## src/rtl/bus_cycle_ctrl.sv

```systemverilog
// Memory bus cycle controller: runs one request/ready handshake per memory-access
// phase flag, with a minimum wait, a timeout, and a one-cycle ACK back to status_counter.
//
// state | meaning
// IDLE  | waiting for a phase flag; latches access type on the first flag seen
// REQ   | mem_req asserted; counting wait states until ready, timeout or abort
// DONE  | one-cycle ACK to status_counter
// HOLD  | waiting for the latched phase flag to drop before a new access
module bus_cycle_ctrl #(
  parameter int DW       = 16,
  parameter int MIN_WAIT = 1,
  parameter int TIMEOUT  = 15
) (
  input  logic          clk,
  input  logic          reset,
  input  logic          IF1,
  input  logic          FF1,
  input  logic          TF1,
  input  logic          IT1,
  input  logic          mem_ready,
  input  logic [DW-1:0] mem_rdata,
  output logic          ACK,
  output logic          mem_req,
  output logic          mem_we,
  output logic [1:0]    acc_type,
  output logic [DW-1:0] rdata,
  output logic          busy,
  output logic          timeout,
  output logic          multi_err
);

  localparam logic [1:0] ST_IDLE = 2'd0;
  localparam logic [1:0] ST_REQ  = 2'd1;
  localparam logic [1:0] ST_DONE = 2'd2;
  localparam logic [1:0] ST_HOLD = 2'd3;

  localparam logic [7:0] MIN_WAIT_C = 8'(MIN_WAIT);
  localparam logic [7:0] TIMEOUT_C  = 8'(TIMEOUT);

  logic [1:0] state;
  logic [7:0] wait_cnt;
  logic       any_flag;
  logic       multi_flag;
  logic [1:0] sel_type;
  logic       flag_sel;
  logic [2:0] flag_cnt;

  assign any_flag   = IF1 | FF1 | TF1 | IT1;
  assign flag_cnt   = {2'b00, IF1} + {2'b00, FF1} + {2'b00, TF1} + {2'b00, IT1};
  assign multi_flag = (flag_cnt > 3'd1);

  // Highest-priority flag wins when several phases are raised together.
  always_comb begin
    sel_type = 2'b00;
    if (IT1)      sel_type = 2'b11;
    else if (TF1) sel_type = 2'b10;
    else if (FF1) sel_type = 2'b01;
    else          sel_type = 2'b00;
  end

  // Only the latched phase can keep an access alive or release HOLD.
  always_comb begin
    flag_sel = 1'b0;
    case (acc_type)
      2'b00:   flag_sel = IF1;
      2'b01:   flag_sel = FF1;
      2'b10:   flag_sel = TF1;
      default: flag_sel = IT1;
    endcase
  end

  assign mem_req = (state == ST_REQ);
  assign ACK     = (state == ST_DONE);
  assign busy    = (state != ST_IDLE);

  always_ff @(posedge clk) begin
    if (!reset) begin
      state     <= ST_IDLE;
      wait_cnt  <= 8'd0;
      mem_we    <= 1'b0;
      acc_type  <= 2'b00;
      rdata     <= '0;
      timeout   <= 1'b0;
      multi_err <= 1'b0;
    end else begin
      multi_err <= 1'b0;
      case (state)
        ST_IDLE: begin
          if (any_flag) begin
            acc_type  <= sel_type;
            mem_we    <= sel_type[1];
            wait_cnt  <= 8'd0;
            timeout   <= 1'b0;
            multi_err <= multi_flag;
            state     <= ST_REQ;
          end
        end
        ST_REQ: begin
          if (!flag_sel) begin
            state <= ST_IDLE;
          end else if (mem_ready && (wait_cnt >= MIN_WAIT_C)) begin
            if (!mem_we) rdata <= mem_rdata;
            state <= ST_DONE;
          end else if (wait_cnt == TIMEOUT_C) begin
            timeout <= 1'b1;
            state   <= ST_DONE;
          end else begin
            // Cannot pass TIMEOUT: the compare above ends the access first.
            wait_cnt <= wait_cnt + 8'd1;
          end
        end
        ST_DONE: state <= ST_HOLD;
        ST_HOLD: begin
          if (!flag_sel) state <= ST_IDLE;
        end
        default: state <= ST_IDLE;
      endcase
    end
  end

endmodule

```

## config.mk

```make
export PLATFORM = sky130hd
export DESIGN_NAME = bus_cycle_ctrl
export DESIGN_NICKNAME = d
export VERILOG_FILES = /design/src/rtl/bus_cycle_ctrl.sv
export SDC_FILE = /design/constraint.sdc
export NUM_CORES = 1
export LEC_CHECK = 0
export CAP_MARGIN = 20
export CORE_MARGIN = 5
export CORE_UTILIZATION = 49
export CTS_CLUSTER_DIAMETER = 40
export CTS_CLUSTER_SIZE = 40
export DETAILED_ROUTE_END_ITERATION = 7
export GPL_ROUTABILITY_DRIVEN = 0
export PLACE_DENSITY_LB_ADDON = 0.12
export SLEW_MARGIN = 20
export SYNTH_ARGS = -nofsm -noshare
export SYNTH_HDL_FRONTEND = slang
export SYNTH_SLANG_ARGS = --single-unit
```

## constraint.sdc

```tcl
create_clock -name clk -period 6.4 [get_ports clk]
set_input_delay 1.28 -clock clk [delete_from_list [all_inputs] [get_ports clk]]
set_output_delay 1.28 -clock clk [all_outputs]
set_load 0.05 [all_outputs]
```

---- After elaboration in Yosys (flattened, before gate mapping) ----
Index checks and enable logic that the tools add are counted.
storage, ports and cells
  input port bits ......................... 23
  output and inout port bits .............. 24
  register bits ........................... 31
  logic and storage cells ................. 61
cells by class
  add/sub/neg operators ................... 4
  reduce and logical (&&, ||, !) cells .... 11
  mux-type cells .......................... 20
  order comparisons ....................... 2
  bitwise operators ....................... 4
  equality and inequality tests ........... 13
operator list
  cell                   count
  $mux W8                4
  $pmux W8 S2            1
  $mux W2                7
  $reduce_and A5 Y1      2
  $add A8 B1 Y8 const B  1
  $eq A8 B4 Y1 const B   1
  $ge A8 B1 Y1 const B   1
  $ne A2 B2 Y1 const B   4
  $pmux W2 S4            1
  $eq A2 B2 Y1 const B   3
  $reduce_and A3 Y1      2
  $mux W1                5
  $eq A2 B1 Y1 const B   2
  $logic_not A2 Y1       2
  $ne A2 B1 Y1 const B   2
  $ne A4 B2 Y1 const B   1
  $reduce_and A4 Y1      1
  $reduce_bool A2 Y1     2
  $add A2 B1 Y3          1
  $add A3 B1 Y3          1
  $gt A3 B1 Y1 const B   1
  $or A1 B1 Y1           3
  $pmux W1 S3            1
  $add A1 B1 Y2          1
  other kinds (4)        4

---- Logic depth before layout (Yosys ltp) ----
  depth after elaboration ................. 5
  mapped depth ............................ 8
  mapped depth without buffers ............ 7

---- Least setup slack after synthesis ----
Ideal clock, no wire load.
  path type ............................... input to register
  start ................................... input port IF1
  end ..................................... register wait_cnt[5]
  data required time ...................... 6.341 ns
  stages .................................. 7
  slack ................................... 3.623 ns
  library setup time ...................... 0.059 ns
  arrival time ............................ 2.718 ns
  buffers on the path ..................... 0
  cell sequence ........................... inv_1 > ha_1 > nor4b_1 > a311oi_1 > nand3_4 > or4_1 > nand2_1
between the ends
  longest elaborated chain between the ends .. 5
  elaborated cells on any way between the ends .. 7
  those cells by class .................... 2 x eq/ne; 1 x mux; 3 x bitwise; 1 x reduce/logical
ends and longest elaborated chain
  what                                    line  source
  start, declared                         16    input logic IF1,
  $or A1 B1 Y1 (3 in a row)               48    assign any_flag = IF1 | FF1 | TF1 | IT1;
  $ne A2 B2 Y1 (no source line)           -
  $reduce_and A5 Y1 (no source line) (*)  -
  end signal, assigned                    109   wait_cnt <= wait_cnt + 8'd1;
  end, declared                           41    logic [7:0] wait_cnt;
Every way passes the cells marked *; elsewhere a longest branch is shown, timed or not.
A chain may end at the register's enable or synchronous reset.

---- Final worst setup path ----
  start ................................... register state[0]
  end ..................................... output port mem_req
between the ends
  longest elaborated chain between the ends .. 1
ends and longest elaborated chain
  what                    line  source
  start, declared         40    logic [1:0] state;
  start signal, assigned  78    state <= ST_IDLE;
  start signal, assigned  95    state <= ST_REQ;
  start signal, assigned  100   state <= ST_IDLE;
  $eq A2 B1 Y1            72    assign mem_req = (state == ST_REQ);
  end, declared           23    output logic mem_req,
Every way passes these cells.

==> metrics.txt <==
Hold-fix buffers, CTS 0; first-pass GRT wire length between 5000 and 6000 um; antenna-violating nets left 0; status finished, final reports clean; register area share after synthesis 41.1%; Longest Clk Path Bufs 2; largest net degree at the start of global routing 27; LEAKAGE 0.705 nW; ys flop type dfxtp_1; critical path's slowest cell clkdlybuf4s50_1; number of cells produced by synthesis 152; Distinct cells, synth 38; clk sink count 30; mapped cell area roughly 1500 um^2; Post-route DRC 0; worst setup path category register to output pin; logic gate share of total power 26.1%; Synth top cells by count dfxtp_1, mux2i_1, nor2b_1; Core Area 2810 um^2; placed cell count 224; area grow syn2layout 36.4%; Final Worst Setup Slack 3.18 ns; Nets 228; leading area contributor after synthesis dfxtp_1; die area 4180 um^2; WP data arrival 1.94 ns; Final Hold Vio Count 0; final core utilization a little under three quarters; CP max stage delay roughly 0.85 ns; root buf cell clkbuf_4; row cnt 19; syn_area_per_cell 9.62 um^2; Sequential Power Share 47.2%; vias per inst 5.49; Clock H-tree levels 2; most numerous cell in the Yosys netlist dfxtp_1; sw power 0.000137 W; DP Area 1940 um^2; CP required 5.12 ns; Fmax between 300 and 400 MHz; max-slew violation count 0; chip width 64.6 um; CP Launch Type register; async set-reset flop share out of synthesis 0%; Post-synth EDFFs 0; Finished Layout Cells 232; Skew-Pair Late Insertion Delay 0.32 ns; 1st-iter DRT viols 84; Post-Place Setup Slack 2.90 ns; FF+latch count, synth 30; post-DP HPWL 2570 um; vias in the first global route 1215; Worst Path Max Fanout 9; Hold/Removal Path Class register to register; Die Span Y between 60 and 70 um; Final setup viols 0; worst slew pin tran 0.964 ns; Setup TNS 0 ns; Setup Buffers After CTS 0; Slew headroom 35.5%; DR vias 1274; Synth area leaders dfxtp_1, mux2i_1, nor2b_1, ha_1, o21ai_0; Num CTS Buffers 5; Worst setup EP type output pin; Max-Cap Viols 0; grt ovf 0; layout cell share with drive strength beyond 1 6.47%; YS warnings 0; share of the synthesized area in the top cell type between 40% and 50%; RSZ-0062 raised after global routing no; IO Pins 47; clk_skew 0.00409 ns; fin crit share 50.3%; Max IR drop VDD between 0.1 and 0.15 mV; Reg clk slew, reported paths 0.09 ns; CTS tree built; Resized cells post-CTS 0; Initial Utilization 52.1%; IO Port Bufs 46; antenna cells 0; Avg WL per Cell 14.4 um; initial antenna violation count 0; sw frac 31.8%; Post-Route WL about 3400 um; gr usage total 17.0%; first-pass iteration count of the detailed router 4; post-synth net total 180; Final Instance Area 2000 um^2; Pwr Density 216 nW/um^2; critical-path cell list and2b_1 -> clkdlybuf4s50_1; Int Power 0.000293 W; clock power share approximately a quarter; fin crit period 3.22 ns
cell usage in the layout (no fill, tap or decap), types with 4 or more instances in the layout:
cell             Yosys  final
mux2i_1             19     19
a21oi_1              6      6
nand3_1              7      7
dfxtp_1             30     30
nand2_1              5      5
clkdlybuf4s50_1      0     46
nor2b_1             17     17
ha_1                 4      4
o21ai_0             10     10
clkbuf_4             0      5
nor2_1               5      5
inv_1               10     10
cells by family after synthesis:
group           share of synthesized area (%)
simple gates                             24.2
fa+ha+maj                                4.79
buf+inv                                  4.36
compound gates                           12.6
flops                                    41.1
mux                                      13.0
metal layers:
metal  up-vias  GRT usage [%]  part of all wire (%)
li1        634              -                     -
met1       596           17.6                    40
met2        39           30.8                    52
met3         5           6.22                   7.3
met4         0           7.12                   1.3
met5         -              0                     0
stage by stage:
step	power, W	hold slack, ns
2_1_floorplan	0.000281	0.480
3_3_place_gp	0.000317	0.472
3_5_place_dp	0.000320	0.483
4_1_cts	0.000434	0.508
5_1_grt	0.000456	0.516
6_report	0.000430	0.516
cell type report:
class	instances	area, um^2
fillers	226	810
clock inverters	1	5.00
inverters	10	37.5
multi-input cells	107	798
repair buffers	46	460
well taps	31	38.8
flip-flops and latches	30	601
clock buffers	7	55.1
final timing paths:
path,start,to,slack (ns),depth (start not counted)
max,state[0],mem_req,3.18,2
min,timeout,timeout,0.52,2
max reg2reg,wait_cnt[1],wait_cnt[3],4.08,7
min reg2reg,timeout,timeout,0.52,2
worst max-delay path, delay by kind of cell (launching register included):
kind / cells / cell delay [ns]
buffers and inverters: 1 / 0.85
and+or+nand+nor: 1 / 0.30
DFF: 1 / 0.47
power by group through the flow:
stage / Sequential [W] / Combinational (W) / Clock (W)
floorplan: 0.000222 / 0.0000592 / 0
global placement: 0.000207 / 0.000110 / 0
detailed placement: 0.000208 / 0.000112 / 0
CTS: 0.000203 / 0.000113 / 0.000118
global route: 0.000205 / 0.000120 / 0.000131
finish: 0.000203 / 0.000112 / 0.000115
flip-flops by register name (all words and copies together) (netlist names), named ones only:
name       flops
acc_type       1
mem_we         1
multi_err      1
rdata         16
state          1
timeout        1
wait_cnt       8
Power figures use the tool's default switching activity.
